[config.mk]
export PLATFORM = sky130hd
export DESIGN_NAME = seq_detect_fsm
export DESIGN_NICKNAME = d
export VERILOG_FILES = /design/src/rtl/seq_detect_pkg.sv /design/src/rtl/seq_detect_fsm_sat_counter.sv /design/src/rtl/seq_detect_fsm.sv
export SDC_FILE = /design/constraint.sdc
export NUM_CORES = 1
export LEC_CHECK = 0
export ABC_AREA = 1
export CAP_MARGIN = 5
export CORE_AREA = 3 3 54 56
export DETAILED_ROUTE_END_ITERATION = 7
export DIE_AREA = 0 0 57 59
export GPL_ROUTABILITY_DRIVEN = 0
export PLACE_DENSITY = 0.75
export SYNTH_ARGS = -nofsm -noshare
export SYNTH_HDL_FRONTEND = slang
export SYNTH_SLANG_ARGS = --single-unit
export TNS_END_PERCENT = 10
[constraint.sdc]
create_clock -name clk -period 1.91 [get_ports clk]
set_input_delay 0.191 -clock clk [delete_from_list [all_inputs] [get_ports clk]]
set_output_delay 0.191 -clock clk [all_outputs]
set_load 0.05 [all_outputs]
[src/rtl/seq_detect_pkg.sv]
// Shared constants for the serial pattern detector: FSM state encoding and
// the legal range of the pattern length.
package seq_detect_pkg;

   localparam logic [1:0] ST_IDLE = 2'b00;
   localparam logic [1:0] ST_FILL = 2'b01;
   localparam logic [1:0] ST_SCAN = 2'b10;

   localparam int PAT_W_MIN = 2;
   localparam int PAT_W_MAX = 16;

endpackage

[src/rtl/seq_detect_fsm_sat_counter.sv]
// Saturating event counter with a synchronous clear that wins over increment.
module sat_counter #(
   parameter int CNT_W = 8
) (
   input  logic             clk,
   input  logic             rst,
   input  logic             inc,
   input  logic             clr,
   output logic [CNT_W-1:0] count,
   output logic             sat
);

   assign sat = &count;

   // Count register: clear first, then increment only below saturation
   always_ff @(posedge clk or posedge rst) begin
      if (rst) begin
         count <= '0;
      end else if (clr) begin
         count <= '0;
      end else if (inc && !sat) begin
         count <= count + CNT_W'(1);
      end else begin
         count <= count;
      end
   end

endmodule

[src/rtl/seq_detect_fsm.sv]
// Serial pattern detector: runtime-loaded pattern, overlapping or
// non-overlapping matching, registered match pulse and saturating count.
module seq_detect_fsm
   import seq_detect_pkg::*;
#(
   parameter int PAT_W = 4,
   parameter int CNT_W = 8
) (
   input  logic             clk,
   input  logic             rst,
   input  logic             x_in,
   input  logic             x_valid,
   input  logic             cfg_load,
   input  logic [PAT_W-1:0] pat_in,
   input  logic             overlap_in,
   input  logic             cnt_clr,
   output logic             y_out,
   output logic [CNT_W-1:0] match_cnt,
   output logic             cnt_sat,
   output logic [1:0]       state
);

   localparam int              FC_W      = $clog2(PAT_W + 1);
   localparam logic [FC_W-1:0] FILL_LAST = FC_W'(PAT_W - 1);
   localparam logic [FC_W-1:0] FILL_FULL = FC_W'(PAT_W);

   if (PAT_W < PAT_W_MIN || PAT_W > PAT_W_MAX) begin : g_bad_pat_w
      $error("seq_detect_fsm: PAT_W out of legal range");
   end

   logic [PAT_W-1:0] hist;
   logic [PAT_W-1:0] hist_nxt;
   logic [PAT_W-1:0] pat_reg;
   logic [PAT_W-1:0] pat_nxt;
   logic [PAT_W-1:0] window;
   logic [FC_W-1:0]  fill_cnt;
   logic [FC_W-1:0]  fill_nxt;
   logic [1:0]       state_nxt;
   logic             ovl_reg;
   logic             ovl_nxt;
   logic             y_nxt;
   logic             hit;
   logic             inc;

   assign window = {hist[PAT_W-2:0], x_in};
   assign hit    = (window == pat_reg);

   // Next-state logic; cfg_load overrides everything, including a valid bit
   always_comb begin
      state_nxt = state;
      hist_nxt  = hist;
      fill_nxt  = fill_cnt;
      pat_nxt   = pat_reg;
      ovl_nxt   = ovl_reg;
      y_nxt     = 1'b0;
      inc       = 1'b0;
      if (cfg_load) begin
         state_nxt = ST_FILL;
         hist_nxt  = '0;
         fill_nxt  = '0;
         pat_nxt   = pat_in;
         ovl_nxt   = overlap_in;
      end else begin
         case (state)
            ST_IDLE: begin
               state_nxt = ST_IDLE;
            end
            ST_FILL, ST_SCAN: begin
               if (x_valid) begin
                  hist_nxt = window;
                  if (state == ST_FILL && fill_cnt != FILL_LAST) begin
                     fill_nxt = fill_cnt + FC_W'(1);
                  end else if (hit && !ovl_reg) begin
                     // Non-overlapping: demand PAT_W fresh bits before the next match
                     state_nxt = ST_FILL;
                     fill_nxt  = '0;
                     y_nxt     = 1'b1;
                     inc       = 1'b1;
                  end else begin
                     state_nxt = ST_SCAN;
                     fill_nxt  = FILL_FULL;
                     y_nxt     = hit;
                     inc       = hit;
                  end
               end else begin
                  state_nxt = state;
               end
            end
            default: begin
               state_nxt = ST_IDLE;
            end
         endcase
      end
   end

   // State, history, configuration and match pulse registers
   always_ff @(posedge clk or posedge rst) begin
      if (rst) begin
         state    <= ST_IDLE;
         hist     <= '0;
         fill_cnt <= '0;
         pat_reg  <= '0;
         ovl_reg  <= 1'b0;
         y_out    <= 1'b0;
      end else begin
         state    <= state_nxt;
         hist     <= hist_nxt;
         fill_cnt <= fill_nxt;
         pat_reg  <= pat_nxt;
         ovl_reg  <= ovl_nxt;
         y_out    <= y_nxt;
      end
   end

   sat_counter #(
      .CNT_W (CNT_W)
   ) u_cnt (
      .clk   (clk),
      .rst   (rst),
      .inc   (inc),
      .clr   (cnt_clr),
      .count (match_cnt),
      .sat   (cnt_sat)
   );

endmodule

Word-level counts from Yosys, hierarchy flattened. Index checks and enable logic that the tools add are counted.

$add $sub $neg: 2. Equality and inequality tests: 6. Mux-type cells: 20. Reduce and logical (&&, ||, !) cells: 12.

Operators with widths (number): 3-bit two-way mux (8); 8-bit two-way mux (2); 2-bit two-way mux (5); 8-bit by 1-bit adder with 8-bit output, second input constant (1); 8-bit AND reduction (1); 3-bit != test, second input constant (2); 2-bit nonzero test (3); 1-bit two-way mux (5); 4-bit equality test (1); 2-bit AND reduction (2); 3-bit by 1-bit adder with 3-bit output, second input constant (1); 1-bit logical AND (3); 3-bit by 2-bit != test with 1-bit output, second input constant (1); 2-bit by 1-bit equality test with 1-bit output, second input constant (1); 2-bit equality test, second input constant (1); 1-bit logical NOT (2); 2-bit OR reduction (1).

Flip-flop bits (word level): 22. Input port bits: 11. Output and inout port bits: 12. Logic and storage cells: 47.

Logic depth before layout (Yosys ltp). Gate-level depths: netlist of the first run.

Depth after elaboration: 10. Depth in mapped cells: 10.

Cells and area by module. From an unflattened synthesis of the first run, not the netlist that was laid out.

Cells, all modules: 156. Area, all modules: 1211.2 µm².

Modules (own cells, without submodules): seq_detect_fsm (times used 1, cells each 87, area each 718.2 µm², sequential area each 350.3 µm²); sat_counter (times used 1, cells each 69, area each 493.0 µm², sequential area each 200.2 µm²).

Worst setup path after synthesis of the first run. No wires, ideal clock.

Kind: reg2reg. From: register state[1]. To: register u_cnt.count[2]. Setup time: 0.119 ns. Arrival: 1.686 ns. Path slack: 0.105 ns. Cell stages (with the launch flop): 9. Cells stage by stage: dfrtp_1 > inv_1 > ha_1 > inv_1 > nand3_4 > nor2_4 > nand4_2 > nand3_1 > nand2_1.

Cells in the longest elaborated chain, start to end: 8.

Ends and longest elaborated chain: from (decl) (RTL line seq_detect_fsm.sv:20) `output logic [1:0] state`; from (signal assigned) (RTL line seq_detect_fsm.sv:106) `state <= state_nxt;`; 2-bit by 1-bit equality test with 1-bit output (RTL line seq_detect_fsm.sv:64, seq_detect_fsm.sv:71); 1-bit logical AND (RTL line seq_detect_fsm.sv:71) `if (state == ST_FILL && fill_cnt != FILL_LAST) begin`; 1-bit two-way mux (RTL line seq_detect_fsm.sv:71); 1-bit two-way mux (RTL line seq_detect_fsm.sv:69) `if (x_valid) begin`; 1-bit two-way mux (*) (RTL line seq_detect_fsm.sv:64) `case (state)`; 1-bit two-way mux (*) (RTL line seq_detect_fsm.sv:57) `if (cfg_load) begin`; 1-bit logical AND (*) (RTL line seq_detect_fsm_sat_counter.sv:21) `end else if (inc && !sat) begin`; 2-bit nonzero test (no line) (*); to (signal assigned) (RTL line seq_detect_fsm_sat_counter.sv:22) `count <= count + CNT_W'(1);`; to (signal assigned) (RTL line seq_detect_fsm_sat_counter.sv:24) `count <= count;`; to (decl) (RTL line seq_detect_fsm_sat_counter.sv:9) `output logic [CNT_W-1:0] count,`.

Mark *: on every way between the ends. The rest lies on a longest branch, timed or not. A chain may end at the register's enable or synchronous reset.

Final worst setup path of the first run.
From: register u_cnt.count[2]. To: output port match_cnt[2].

RTL lines: to (decl) (RTL line seq_detect_fsm.sv:18) `output logic [CNT_W-1:0] match_cnt,`.

No word-level cell between the ends.

==> results of run 1 <==
## cells in the mapped netlist
library cell                n  share of area
sky130_fd_sc_hd__nand3_1   20          0.080
sky130_fd_sc_hd__a22oi_1    1         0.0060
sky130_fd_sc_hd__o22ai_1    2          0.010
sky130_fd_sc_hd__a32o_1     1         0.0080
sky130_fd_sc_hd__a21oi_1    1         0.0040
sky130_fd_sc_hd__buf_6      1         0.0090
sky130_fd_sc_hd__o21ai_0    7          0.028
sky130_fd_sc_hd__nor2_8     1          0.016
sky130_fd_sc_hd__o21ai_1    1         0.0040
sky130_fd_sc_hd__dfrtp_1   22           0.44
sky130_fd_sc_hd__xor2_1     4          0.028
sky130_fd_sc_hd__buf_2      1         0.0040
sky130_fd_sc_hd__clkinv_4   1         0.0070
sky130_fd_sc_hd__inv_2      3         0.0090
sky130_fd_sc_hd__inv_1     26          0.078
sky130_fd_sc_hd__nand2_1   44           0.13
sky130_fd_sc_hd__ha_1       4          0.040
sky130_fd_sc_hd__nor2_2     3          0.015
sky130_fd_sc_hd__o31ai_1    1         0.0060
sky130_fd_sc_hd__nor2_1     6          0.018
sky130_fd_sc_hd__nor2_4     2          0.018
sky130_fd_sc_hd__nand3_4    2          0.028
sky130_fd_sc_hd__nand4_2    1          0.010
## layer usage
layer / share of wire / GRT usage / vias up / wire, um
met3: 0.045 / 0.0218 / 5 / 115
met5: 0 / 0 / - / 0
met4: 0.017 / 0.0728 / 0 / 44
li1: - / - / 538 / -
met2: 0.49 / 0.287 / 28 / 1260
met1: 0.44 / 0.213 / 519 / 1130
## cells by family after synthesis
| family | Yosys count |
|---|---|
| and+or+nand+nor | 79 |
| DFF | 22 |
| AOI/OAI and AO/OA | 14 |
| adders and majority gates | 4 |
| xor gates and xnor gates | 4 |
| buffers and inverters | 32 |
## report_power, final
group / internal [W] / switching [W] / total [W]
combinational: 0.0000591 / 0.000103 / 0.000162
clock: 0.000117 / 0.000148 / 0.000264
sequential: 0.000486 / 0.0000130 / 0.000499
## through the flow
stage                     total power, W  hold slack, ps   util  area (um2)  std cells
final                           0.000925             187  0.626        1550        211
after global routing            0.000977             220  0.626        1550        211
after CTS                       0.000937             188  0.626        1550        211
after detailed placement        0.000671             485  0.612        1520        207
after global placement          0.000665             469  0.612        1520        207
after floorplan                 0.000616             180      -        1250        155
## worst reg2reg max path, cell delays in order (launching register included)
cell,delay (ps)
sky130_fd_sc_hd__dfrtp_1,420
sky130_fd_sc_hd__ha_1,310
sky130_fd_sc_hd__inv_1,130
sky130_fd_sc_hd__nand3_4,130
sky130_fd_sc_hd__nor2_4,150
sky130_fd_sc_hd__nand4_2,250
sky130_fd_sc_hd__nand3_1,150
sky130_fd_sc_hd__nand2_1,60
## cell type report
type	count	area share
multi-input cells	101	0.364
flip-flops and latches	22	0.355
repair buffers	24	0.158
inverters	30	0.0758
well taps	30	0.0242
clock buffers	4	0.0234
## path summary, 6_finish.rpt
| check | startpoint | to | slack [ps] | depth (start not counted) |
|---|---|---|---|---|
| max in group asynchronous | rst | fill_cnt[0] | 1490 | 3 |
| worst max register to register | state[0] | u_cnt.count[0] | 210 | 7 |
| worst min-delay path | rst | u_cnt.count[1] | 190 | 3 |
| worst min register to register | fill_cnt[0] | fill_cnt[0] | 510 | 1 |
| worst max-delay path | u_cnt.count[2] | match_cnt[2] | 100 | 1 |
| min in group clk | pat_in[1] | pat_reg[1] | 420 | 3 |
==> impl_summary.log, run 1 <==
[metrics] outcome: completed
[metrics] fraction of layout cells with a size suffix above 1: 0.110
[metrics] chip height: 59 um
[metrics] Vias: 1,090
[metrics] number of DRC markers after the initial detailed-route iteration: 26
[metrics] transition time of the tightest slew-check pin: 501 ps
[metrics] # port buffers: 22
[metrics] commonest non-fill, non-tap cells in the layout: 44 x sky130_fd_sc_hd__nand2_1, 26 x sky130_fd_sc_hd__inv_1, 22 x sky130_fd_sc_hd__dfrtp_1, 21 x sky130_fd_sc_hd__clkdlybuf4s50_1, 20 x sky130_fd_sc_hd__nand3_1
[metrics] share of cell area taken by muxes after synthesis: 0
[metrics] cell type of the slowest stage on the worst timing path: sky130_fd_sc_hd__clkdlybuf4s50_1
[metrics] global-route wire length before repair: 4420 um
[metrics] TritonCTS clock tree: yes
[metrics] flip-flop count of the largest register after layout: 8
[metrics] clk_skew: 5.54 ps
[metrics] total setup buffers inserted after CTS: 0
[metrics] count of antenna diodes in the layout: 0
[metrics] IR drop worst, VDD: approximately 0.43 mV
[metrics] number of nets at the end of the flow: 197
[metrics] Final setup viols: 0
[metrics] antenna violations before repair: 0
[metrics] Pre-Repair DR Iteration Count: 4
[metrics] floorplan core area: 0.00248 mm2
[metrics] fraction of synthesized cell area in xor and xnor cells: 0.0281
[metrics] Die Outline Area: 0.00336 mm2
[metrics] Gate Count Post-Synth: 155
[metrics] number of global-route vias before repair: 1,062
[metrics] register cell area after layout: 551 um2
[metrics] warnings from Yosys: 0
[metrics] time the worst path needs with I/O delays and setup: 1810 ps
[metrics] combined area of all synthesized cells: roughly 0.0012 mm2
[metrics] number of inserted filler cells in the final layout: 222
[metrics] routed length per instance: 12.1 um
[metrics] worst endpoint required time: 1720 ps
[metrics] insertion delay of the later-clocked pin in the worst-skew pair: 320 ps
[metrics] overall fraction of global-route tracks in use: 0.168
[metrics] Multi-input gate area: 564 um2
[metrics] Avg Synthesized Cell Area: 8.06 um2
[metrics] CTS H-Tree Depth: 1
[metrics] Initial Utilization: 0.504
[metrics] cell chosen for the clock root: sky130_fd_sc_hd__clkbuf_4
[metrics] simple-gate area share of the yosys netlist: 0.318
[metrics] share of synthesized area occupied by flip-flops and latches: 0.441
[metrics] remaining design rule violation count: 0
[metrics] via density per instance: 5.17
[metrics] IO Pins: 23
[metrics] count of distinct cell types in the synthesized netlist: 23
[metrics] detailed placement HPWL: 1930 um
[metrics] clock slew at the register clock pins of the worst setup and hold paths: around 130 ps
[metrics] slowest cell delay on critical path: around 840 ps
[metrics] dominant combinational cell family by area after synthesis: simple AND/OR/NAND/NOR gates
[metrics] kind of cell adding the most delay to the critical path: buffers and inverters
[metrics] total buffers and inverters traversed by the critical path: 1
[metrics] P_leak: 0.827 nW
[metrics] synthesized net count: between 150 and 200
[metrics] clock sink total: 22
[metrics] capturing element type of the critical path: output pin
[metrics] total grt overflow: 0
[metrics] most frequent standard cell in the layout excluding fill and tap cells: sky130_fd_sc_hd__nand2_1
[metrics] post-synthesis to final-layout area growth: 24.2%
[metrics] Routed WL: 2550 um
[metrics] number of nets with antenna violations after detailed routing: 0
[metrics] post_cts resized: 0
[metrics] nature of the critical path startpoint: register
[metrics] P per Cell Area: 596 mW/mm2
[metrics] critical setup path kind: register to output pin
[metrics] Post-Place Setup Slack: 236 ps
[metrics] adder-cell share of the synthesized area: 0.0401
[metrics] Achievable Freq: 553 MHz
[metrics] clock buffer depth: 2
[metrics] maximum fanout encountered on the critical timing path: 6
[metrics] final critical-path setup slack: 103 ps
[metrics] number of storage elements in the synthesis netlist: 22
[metrics] Post-Route Setup TNS: 0 ps
[metrics] clock buffers created by TritonCTS: 3
[metrics] die span in x: 57 um
[metrics] cell chain of the critical path: clkdlybuf4s50_1
[metrics] row count: 18
[metrics] Max-Cap Viols: 0
[metrics] data arrival at the endpoint of the critical path: 1620 ps
[metrics] Pins Over Slew Limit: 0
[metrics] number of hold buffers added after cts: 0
[metrics] post-synthesis compound-gate area fraction: 0.0661
[metrics] maximum number of pins on one net before global-route repair: 23
[metrics] share of the cycle needed by the critical path after routing: 0.946
[metrics] final number of hold-violating endpoints: 0
[metrics] class of the tightest hold or removal check: input port to asynchronous set/reset pin
[metrics] setup repair after global routing missed its margin: false
[metrics] relative slew slack: 0.665
Power figures use the tool's default switching activity.
==> inputs of run 2 (changes only) <==
- SKIP_LAST_GASP: not set -> 1
==> results of run 2 <==
The final DEF is identical to that of run 1; final timing and power are the same.
==> inputs of run 3 (changes only) <==
- MAX_ROUTING_LAYER: not set -> met4
- SLEW_MARGIN: not set -> 20
- clock period: 1.91 -> 1.7 ns (I/O delays scaled with it)
==> impl_summary.log, run 3 (synthesis gave the netlist of run 1 again) <==
[metrics] number of inserted filler cells in the final layout: 217
[metrics] P_leak: 0.865 nW
[metrics] IR drop worst, VDD: around 0.47 mV
[metrics] most frequent standard cell in the layout excluding fill and tap cells: sky130_fd_sc_hd__nand2_1
[metrics] overall fraction of global-route tracks in use: 0.158
[metrics] post-route cell area: 0.00160 mm2
[metrics] share of the cycle needed by the critical path after routing: 0.976
[metrics] clock sink total: 22
[metrics] row count: 18
[metrics] setup repair after global routing missed its margin: true
[metrics] clock buffer depth: 2
[metrics] Pre-Repair DR Iteration Count: 4
[metrics] number of hold buffers added after cts: 0
[metrics] count of antenna diodes in the layout: 0
[metrics] via density per instance: 4.98
[metrics] routed length per instance: 11.7 um
[metrics] clk_skew: 9.53 ps
[metrics] Design Power: 0.00116 W
[metrics] antenna violations before repair: 0
[metrics] cell area after placement: 0.00150 mm2
[metrics] P per Cell Area: 725 mW/mm2
[metrics] IO Pins: 23
[metrics] worst-case hold slack: between 150 and 200 ps
[metrics] number of global-route vias before repair: 979
[metrics] time the worst path needs with I/O delays and setup: 1660 ps
[metrics] Vias: 1,071
[metrics] maximum number of pins on one net before global-route repair: 23
[metrics] slowest cell delay on critical path: 800 ps
[metrics] outcome: completed
[metrics] Achievable Freq: 602 MHz
[metrics] number of DRC markers after the initial detailed-route iteration: 25
[metrics] transition time of the tightest slew-check pin: between 500 and 600 ps
[metrics] flip-flop count of the largest register after layout: 8
[metrics] Final setup viols: 0
[metrics] floorplan core area: 0.00248 mm2
[metrics] nature of the critical path startpoint: register
[metrics] Die Outline Area: 0.00336 mm2
[metrics] Post-Place Setup Slack: 46.0 ps
[metrics] clock slew at the register clock pins of the worst setup and hold paths: 130 ps
[metrics] cell type of the slowest stage on the worst timing path: sky130_fd_sc_hd__clkdlybuf4s50_1
[metrics] final critical-path setup slack: 40.2 ps
[metrics] total buffers and inverters traversed by the critical path: 1
[metrics] number of nets at the end of the flow: 201
[metrics] global-route wire length before repair: about 4000 um
[metrics] Max-Cap Viols: 0
[metrics] data arrival at the endpoint of the critical path: between 1000 and 1500 ps
[metrics] chip height: 59 um
[metrics] insertion delay of the later-clocked pin in the worst-skew pair: between 300 and 400 ps
[metrics] TritonCTS clock tree: yes
[metrics] total grt overflow: 0
[metrics] commonest non-fill, non-tap cells in the layout: 43 x sky130_fd_sc_hd__nand2_1, 25 x sky130_fd_sc_hd__inv_1, 20 x sky130_fd_sc_hd__nand3_1, 18 x sky130_fd_sc_hd__dfrtp_1, 14 x sky130_fd_sc_hd__buf_4
[metrics] detailed placement HPWL: ~1800 um
[metrics] remaining design rule violation count: 0
[metrics] die span in x: 57 um
[metrics] kind of cell adding the most delay to the critical path: buffers and inverters
[metrics] class of the tightest hold or removal check: input port to asynchronous set/reset pin
[metrics] fraction of layout cells with a size suffix above 1: 0.211
[metrics] critical setup path kind: register to output pin
[metrics] clock buffers created by TritonCTS: 3
[metrics] final number of hold-violating endpoints: 0
[metrics] # port buffers: 22
[metrics] Initial Utilization: 0.504
[metrics] relative slew slack: 0.665
[metrics] worst endpoint required time: 1530 ps
[metrics] number of nets with antenna violations after detailed routing: 0
[metrics] cell chosen for the clock root: sky130_fd_sc_hd__clkbuf_4
[metrics] Routed WL: 2510 um
[metrics] cell chain of the critical path: clkdlybuf4s50_1
[metrics] post-synthesis to final-layout area growth: 28.3%
[metrics] CTS H-Tree Depth: 1
[metrics] capturing element type of the critical path: output pin
[metrics] Pins Over Slew Limit: 0
[metrics] maximum fanout encountered on the critical timing path: 3
[run 3: cell count changes in the layout (fill, tap and decap cells not counted), moves of 4 or more]
| cell | delta |
|---|---|
| sky130_fd_sc_hd__dfrtp_1 | -4 |
| sky130_fd_sc_hd__dfrtp_2 | +4 |
| sky130_fd_sc_hd__clkdlybuf4s50_1 | -8 |
| sky130_fd_sc_hd__buf_4 | +12 |
[run 3: final timing paths]
path | start | end | slack (ps) | depth (start not counted)
min reg2reg | fill_cnt[2] | fill_cnt[2] | 490 | 2
max reg2reg | state[0] | u_cnt.count[4] | 70 | 8
min | rst | u_cnt.count[4] | 170 | 3
max | state[0] | state[0] | 40 | 1
min in group clk | pat_in[3] | pat_reg[3] | 390 | 3
max in group asynchronous | rst | state[0] | 1280 | 3
[run 3: power by group]
| group | switching (W) | internal, W |
|---|---|---|
| Clock | 0.000164 | 0.000238 |
| Sequential | 0.0000143 | 0.000546 |
| Combinational | 0.000122 | 0.0000766 |
| Total | 0.000301 | 0.000861 |
[run 3: routing by layer]
layer  routed length, um  track usage
met4                  18       0.0695
met2                1280        0.261
met5                   0            -
met1                1090        0.194
met3                 111       0.0240
[run 3: layout make-up]
cell class / count / area, um2 / share of cell area
Timing Repair Buffer: 28 / 255 / 0.159
Inverter: 30 / 118 / 0.0734
Multi-Input combinational cell: 101 / 583 / 0.364
Clock buffer: 3 / 22.5 / 0.0141
Tap cell: 30 / 37.5 / 0.0234
Sequential cell: 22 / 556 / 0.347
Clock inverter: 1 / 30.0 / 0.0187
[run 3: stage by stage]
step           cells  TNS (ps)   util
2_1_floorplan    155         0      -
3_3_place_gp     207         0  0.606
3_5_place_dp     207         0  0.606
4_1_cts          211         0  0.627
5_1_grt          215      -410  0.646
6_report         215         0  0.646
[run 3: repair_timing]
item,CTS,global route
setup endpoints to repair,0,11
setup buffers,0,4
gates resized for setup,0,5
hold endpoints to repair,0,0
